[src/rtl/face_sequencer.sv]
// face_sequencer
// Chooses which of the four VGA faces the display core shows. There are three
// sources, in priority order: the manual switch override, face-change events
// from the audio classifier (valid/ready handshake), and an autonomous idle
// blink. A new face is only ever loaded on a vertical-sync falling edge, so a
// frame never shows a torn face.
//
// Ports:
//   clk          system clock (50 MHz)
//   reset        synchronous, active-high reset
//   vga_vs       active-low VGA vertical sync, asynchronous to clk
//   manual_en    manual override enable (level)
//   manual_face  face requested by the switches
//   evt_valid    event request valid
//   evt_face     requested event face
//   evt_ready    event accepted when evt_valid && evt_ready
//   face_select  registered face code: 0 neutral, 1 happy, 2 scared, 3 blink
//   face_update  one-cycle pulse in the first cycle face_select holds a new value
//   busy         high while an event is pending or being held
//
// state     | meaning
// ----------+---------------------------------------------------------------
// S_IDLE    | neutral face shown, counting frames towards the next blink
// S_BLINK   | blink face shown for BLINK_FRAMES frames
// S_PENDING | event accepted, waiting for the next frame to show it
// S_HOLD    | event face shown, counting down HOLD_FRAMES frames
// S_MANUAL  | switches own the face; returns to neutral a frame after release
module face_sequencer #(
    parameter int HOLD_FRAMES  = 30,
    parameter int BLINK_PERIOD = 180,
    parameter int BLINK_FRAMES = 6
) (
    input  logic       clk,
    input  logic       reset,
    input  logic       vga_vs,
    input  logic       manual_en,
    input  logic [1:0] manual_face,
    input  logic       evt_valid,
    input  logic [1:0] evt_face,
    output logic       evt_ready,
    output logic [1:0] face_select,
    output logic       face_update,
    output logic       busy
);
    localparam int PW = $clog2(BLINK_PERIOD) + 1;
    localparam int FW = $clog2(BLINK_FRAMES) + 1;
    localparam int HW = $clog2(HOLD_FRAMES) + 1;

    localparam logic [PW-1:0] PERIOD_LAST = PW'(BLINK_PERIOD - 1);
    localparam logic [FW-1:0] BLINK_LAST  = FW'(BLINK_FRAMES - 1);
    localparam logic [HW-1:0] HOLD_LAST   = HW'(HOLD_FRAMES - 1);

    localparam logic [1:0] FACE_NEUTRAL = 2'd0;
    localparam logic [1:0] FACE_BLINK   = 2'd3;

    typedef enum logic [2:0] {
        S_IDLE,
        S_BLINK,
        S_PENDING,
        S_HOLD,
        S_MANUAL
    } state_t;

    state_t        state, state_next;
    logic [1:0]    face_next;
    logic [1:0]    pend_face, pend_next;
    logic [PW-1:0] blink_cnt, blink_cnt_next;
    logic [FW-1:0] blk_cnt, blk_cnt_next;
    logic [HW-1:0] hold_cnt, hold_cnt_next;

    logic vs_s1, vs_s2, vs_s3;
    logic frame_tick;
    logic accept;

    // The delay flop sits behind the synchronizer so the tick is a clean
    // one-cycle pulse per falling edge of vsync.
    assign frame_tick = vs_s3 & ~vs_s2;

    assign evt_ready = ~reset & ~manual_en & (state != S_PENDING);
    assign busy      = (state == S_PENDING) || (state == S_HOLD);
    assign accept    = evt_valid & evt_ready;

    always_ff @(posedge clk) begin
        if (reset) begin
            // Synchronizer resets high so leaving reset cannot look like a
            // falling edge.
            vs_s1       <= 1'b1;
            vs_s2       <= 1'b1;
            vs_s3       <= 1'b1;
            state       <= S_IDLE;
            face_select <= FACE_NEUTRAL;
            face_update <= 1'b0;
            pend_face   <= FACE_NEUTRAL;
            blink_cnt   <= '0;
            blk_cnt     <= '0;
            hold_cnt    <= '0;
        end else begin
            vs_s1       <= vga_vs;
            vs_s2       <= vs_s1;
            vs_s3       <= vs_s2;
            state       <= state_next;
            face_select <= face_next;
            face_update <= (face_next != face_select);
            pend_face   <= pend_next;
            blink_cnt   <= blink_cnt_next;
            blk_cnt     <= blk_cnt_next;
            hold_cnt    <= hold_cnt_next;
        end
    end

    always_comb begin
        state_next     = state;
        face_next      = face_select;
        pend_next      = pend_face;
        blink_cnt_next = blink_cnt;
        blk_cnt_next   = blk_cnt;
        hold_cnt_next  = hold_cnt;

        if (manual_en) begin
            // Override wins from any state; a pending event is dropped.
            state_next     = S_MANUAL;
            pend_next      = FACE_NEUTRAL;
            blink_cnt_next = '0;
            blk_cnt_next   = '0;
            hold_cnt_next  = '0;
            if (frame_tick) begin
                face_next = manual_face;
            end
        end else if (accept) begin
            // An accepted event beats a coincident tick, which is dropped.
            // Ready is also offered in MANUAL once the switch is released, and
            // a handshake there is honoured like any other.
            state_next     = S_PENDING;
            pend_next      = evt_face;
            blink_cnt_next = '0;
            blk_cnt_next   = '0;
            hold_cnt_next  = '0;
        end else if (frame_tick) begin
            unique case (state)
                S_IDLE: begin
                    if (blink_cnt == PERIOD_LAST) begin
                        face_next      = FACE_BLINK;
                        blink_cnt_next = '0;
                        state_next     = S_BLINK;
                    end else begin
                        blink_cnt_next = blink_cnt + 1'b1;
                    end
                end
                S_BLINK: begin
                    if (blk_cnt == BLINK_LAST) begin
                        face_next      = FACE_NEUTRAL;
                        blk_cnt_next   = '0;
                        blink_cnt_next = '0;
                        state_next     = S_IDLE;
                    end else begin
                        blk_cnt_next = blk_cnt + 1'b1;
                    end
                end
                S_PENDING: begin
                    face_next = pend_face;
                    if (pend_face == FACE_NEUTRAL) begin
                        blink_cnt_next = '0;
                        state_next     = S_IDLE;
                    end else begin
                        hold_cnt_next = HOLD_LAST;
                        state_next    = S_HOLD;
                    end
                end
                S_HOLD: begin
                    if (hold_cnt == '0) begin
                        face_next      = FACE_NEUTRAL;
                        blink_cnt_next = '0;
                        state_next     = S_IDLE;
                    end else begin
                        hold_cnt_next = hold_cnt - 1'b1;
                    end
                end
                S_MANUAL: begin
                    face_next      = FACE_NEUTRAL;
                    blink_cnt_next = '0;
                    state_next     = S_IDLE;
                end
                default: begin
                    face_next      = FACE_NEUTRAL;
                    blink_cnt_next = '0;
                    state_next     = S_IDLE;
                end
            endcase
        end
    end

endmodule

[config.mk]
export PLATFORM = sky130hd
export DESIGN_NAME = face_sequencer
export DESIGN_NICKNAME = d
export VERILOG_FILES = /design/src/rtl/face_sequencer.sv
export SDC_FILE = /design/constraint.sdc
export NUM_CORES = 1
export LEC_CHECK = 0
export BUFFER_PORTS_ARGS = -buffer_cell sky130_fd_sc_hd__buf_2
export CORE_UTILIZATION = 55
export CTS_BUF_LIST = sky130_fd_sc_hd__clkbuf_8
export DETAILED_ROUTE_END_ITERATION = 10
export HOLD_SLACK_MARGIN = 0.08
export PLACE_DENSITY = 0.82
export SLEW_MARGIN = 25
export SYNTH_ARGS = -nofsm -noshare
export SYNTH_HDL_FRONTEND = slang
export SYNTH_SLANG_ARGS = --single-unit
export TNS_END_PERCENT = 100
[constraint.sdc]
create_clock -name clk -period 2.8 [get_ports clk]
set_input_delay 0.42 -clock clk [delete_from_list [all_inputs] [get_ports clk]]
set_output_delay 0.42 -clock clk [all_outputs]
set_load 0.1 [all_outputs]
* Word level (Yosys, flattened, before mapping)
Cells that the tools add are included.
** Cells by class
- Muxes and demuxes :: 25
- Reduce and logical (&&, ||, !) cells :: 15
- Bitwise operators :: 7
- Equal/unequal tests :: 19
- $add $sub $neg :: 3
** Operators with widths (number)
- $mux W9 :: 4
- $pmux W9 S4 :: 1
- $reduce_and A4 Y1 :: 5
- $mux W3 :: 6
- $mux W2 :: 8
- $mux W6 :: 2
- $pmux W3 S4 :: 1
- $pmux W6 S2 :: 1
- $add A9 B1 Y9 const B :: 1
- $eq A9 B8 Y1 const B :: 1
- $ne A2 B2 Y1 const B :: 4
- $ne A4 B4 Y1 const B :: 2
- $pmux W2 S4 :: 1
- $eq A3 B2 Y1 const B :: 2
- $logic_not A6 Y1 :: 1
- $ne A3 B2 Y1 const B :: 2
- $ne A3 B3 Y1 const B :: 2
- $sub A6 B1 Y6 const B :: 1
- $add A4 B1 Y4 const B :: 1
- $and A1 B1 Y1 :: 4
- $eq A4 B3 Y1 const B :: 1
- $mux W4 :: 1
- $ne A2 B1 Y1 const B :: 2
- $ne A4 B3 Y1 const B :: 1
- other kinds (11) :: 14
** Storage, ports and cells
- Output and inout bits :: 5
- Word-level logic and storage cells :: 81
- Input port bits :: 9
- Bits in registers :: 30

* Logic depth before layout (Yosys ltp)
- Depth in word-level cells :: 7
- Gate-level depth with buffers :: 8
- Depth with buffers taken out :: 8

* Worst setup path before layout
Ideal clock, no wire load.
- Path kind :: input -> output
- From :: input port manual_en
- To :: output port evt_ready
- Setup slack :: -0.018 ns
- Required time :: 2.380 ns
- Cell stages on the path :: 3
- Arrival time :: 2.398 ns
- Path buffers :: 1
- Path through :: clkbuf_1 > or2_2 > a21oi_1
** Between the ends
- Word-level cells in the longest chain between the ends :: 3
** RTL lines
- start, declared :: RTL line 36 : input logic manual_en,
- $not A1 Y1 :: RTL line 79 : assign evt_ready = ~reset & ~manual_en & (state != S_PENDING);
- $and A1 B1 Y1 (2 in series) :: RTL line 79
- end, declared :: RTL line 40 : output logic evt_ready,
No other way between the ends.

* Worst setup path in the final report
- From :: register hold_cnt[0]
- To :: register blink_cnt[1]
** Between the ends
- Word-level cells in the longest chain between the ends :: 3
** RTL lines
- start, declared :: RTL line 69 : logic [HW-1:0] hold_cnt, hold_cnt_next;
- start signal, assigned :: RTL line 107 : hold_cnt <= hold_cnt_next;
- $logic_not A6 Y1 :: RTL line 170 : if (hold_cnt == '0) begin
- $ne A2 B1 Y1 (no source line)
- $reduce_and A4 Y1 (no source line)
- end signal, assigned :: RTL line 105 : blink_cnt <= blink_cnt_next;
- end, declared :: RTL line 67 : logic [PW-1:0] blink_cnt, blink_cnt_next;
No other way between the ends.
A chain may end at the register's enable or synchronous reset.

==> out/results.ini <==
[floorplan]
core_um2 = 2781
die_area_um2 = 3193
row_count = 19
die_height_um = 56.51
initial_utilization = 0.5875
die_w_um = 56.51
num_io_pins = 14

[finish]
n_antenna_cell = 0
area_growth_pct = 10.11
final_core_utilization = 0.6469
fin_nets = 223
drive_gt1_frac = 0.1557
final_cell_mix = dfxtp_1 (30), nor2_1 (29), nand2_1 (17)
final_common_cell = dfxtp_1

[clock_tree]
ctsResizeCount = 0
cts_tree = done
root_buffer = clkbuf_8
ctsHtreeMaxLevel = 2
cts_buffers = 5
cts_sinks = 30
cts.reportedPaths.clkPinSlew_ps = 60
post_cts_buffers = 0
postCtsHoldBufs = 0
insertion_delay_ps = 290
clock_path_buffers = 2

[timing]
slew_violations = 0
tightest_slew_ps = 525.0
fmax_mhz = 484.7
tns_ps = 0
fin_crit_sh = 0.7368
relSlewSlack = 0.6462
fin_crit_ps = 2063
rsz0062_at_grt = false
finalHoldViolCount = 0
setup_viol = 0
finalClockSkew_ps = 7.315
final.setup.worst_slack_ps = 736.8

[worst_setup_path]
reg2reg_setup_slack_ps = 740
path_max_fanout = 9
crit_path_end_kind = flip-flop
crit_start = hold_cnt[0]$_SDFFE_PP0P_
critPathLaunchType = flip-flop
r2r_start = hold_cnt[0]$_SDFFE_PP0P_
r2r_cells = 8
crit_type = reg -> reg
crit_end = blink_cnt[1]$_SDFFE_PP0P_
cp_data_arrival_time_ps = 2270
required_ps = 3000
r2r-end = blink_cnt[1]$_SDFFE_PP0P_

[power]
p_switching_w = 0.0002384
swShare = 0.2664
power_w = 0.0008950
p_comb_frac = 0.113
power.leakage_nw = 0.6417
pwr-share-clk = 0.391
p_per_area_nw_per_um2 = 497.4
ir_drop_mv = 0.5079
p_int_w = 0.0006566
pwr-share-seq = 0.496

[yosys]
yosys_register_bits = 30
synth.cell_area_um2 = 1634
avgSynthCellArea_um2 = 8.211
postSynth.topFlopCell = dfxtp_1
synth-edff-count = 0
ys_warn_count = 0
synth_cells = 199
ys_seq_area_frac = 0.3675
syn_nets = 211
synth_async_sr_flop_share = 0
synth.distinct_cells = 49

[drt]
viasPerCell = 6.082
vias = 1478
routed_wl_um = 3545
drtAntennaViolNets = 0
first_pass_iters = 4
drtIter0Drc = 117
drc_errors = 0
wl_per_cell_um = 14.59

[placed_design]
globalplace.congestion = 0.8640
hpwl_um = 2593
pre_cts_slack_ps = 785.8
numPortBuffers = 13

[outcome]
status = completed

[grt]
grt.total_usage = 0.2377
antenna_found_initial = 0
overflow = 0
grt_max_degree = 15
grt_pass1_vias = 1388
grt_pass1_wl_um = 5851

[min_path]
hp-class = in -> reg

[run]
cap_violations = 0

-- routing by layer --
layer | vias up | global-route usage | share of wire
li1 | 732 | - | -
met1 | 689 | 0.3026 | 0.45
met2 | 49 | 0.3748 | 0.48
met3 | 8 | 0.04839 | 0.052
met4 | 0 | 0.1289 | 0.020
met5 | - | 0 | 0
-- sequential cells by signal (all words and copies together) (netlist names) --
name	count
vs_s2	1
blink_cnt	9
hold_cnt	6
vs_s3	1
face_select	2
state	3
blk_cnt	4
vs_s1	1
face_update	1
pend_face	2
-- cell usage after synthesis, drive strengths merged, types with 2 or more instances --
cell	number	area [µm²]
a211oi	2	15.01
nand2	18	70.07
nor3b	2	20.02
or3	3	18.77
buf	3	15.01
xor2	12	105.1
a311oi	4	35.03
and3	3	18.77
mux2i	4	40.04
clkbuf	5	18.77
or4	2	15.01
a311o	2	20.02
xnor2	2	17.52
or2	5	31.28
nor2b	3	18.77
nand4	6	37.54
nand3	5	25.02
ha	3	37.54
dfxtp	30	600.6
o41ai	2	25.03
a21oi	13	68.82
inv	5	18.77
o21ai	9	60.06
nand2b	7	43.79
nor2	29	108.9
nor3	4	20.02
-- worst min path at each step --
| stage | slack, ps | end | startpoint | cells past startpoint |
|---|---|---|---|---|
| after floorplan | 390 | vs_s2$_SDFF_PP1_ | vs_s1$_SDFF_PP1_ | 1 |
| after global placement | 400 | vs_s2$_SDFF_PP1_ | vs_s1$_SDFF_PP1_ | 1 |
| after detailed placement | 420 | vs_s2$_SDFF_PP1_ | vs_s1$_SDFF_PP1_ | 1 |
| after CTS | 310 | vs_s1$_SDFF_PP1_ | vga_vs | 2 |
| after global routing | 320 | vs_s1$_SDFF_PP1_ | vga_vs | 2 |
| final | 320 | vs_s1$_SDFF_PP1_ | vga_vs | 2 |
-- power groups by stage --
stage	sequential (W)	combinational [W]	clock [W]
2_1_floorplan	0.000467	0.0000648	0
3_3_place_gp	0.000453	0.0000964	0
3_5_place_dp	0.000453	0.0000992	0
4_1_cts	0.000444	0.0000999	0.000358
5_1_grt	0.000445	0.000108	0.000373
6_report	0.000444	0.000101	0.000350
-- through the flow --
stage	cells	cell area, µm²	hold slack (ps)
5_1_grt	243	1799	316.1
4_1_cts	243	1799	311.7
2_1_floorplan	199	1638	389.5
6_report	243	1799	319.9
3_3_place_gp	235	1708	400.6
3_5_place_dp	235	1708	417.9
-- cells by family (layout without fill, tap and decap cells) --
kind of cell / count (synthesis) / count (layout) / synth area share
adder cells (fa/ha/maj): 3 / 3 / 0.02297
AO/OA/AOI/OAI: 42 / 42 / 0.1884
XOR/XNOR: 14 / 14 / 0.07504
AND/OR/NAND/NOR: 92 / 92 / 0.2871
flip-flops: 30 / 30 / 0.3675
multiplexers: 4 / 4 / 0.02450
buffers and inverters: 14 / 27 / 0.03445
-- layout make-up --
| class | instances | area, µm² |
|---|---|---|
| Timing Repair Buffer | 13 | 65.06 |
| Fill cell | 248 | 982.2 |
| Clock buffer | 6 | 82.58 |
| Sequential cell | 30 | 600.6 |
| Inverter | 6 | 22.52 |
| Clock inverter | 2 | 8.758 |
| Tap cell | 31 | 38.79 |
| Multi-Input combinational cell | 155 | 980.9 |
-- critical path, cell delays in order (launching register included) --
cell and delay, ps:
dfxtp_1 330, inv_1 120, ha_1 160, nand2b_1 80
o41a_1 390, o21ai_4 300, nand2_2 120, or3_1 320
a21oi_1 160
Power figures use the tool's default switching activity.
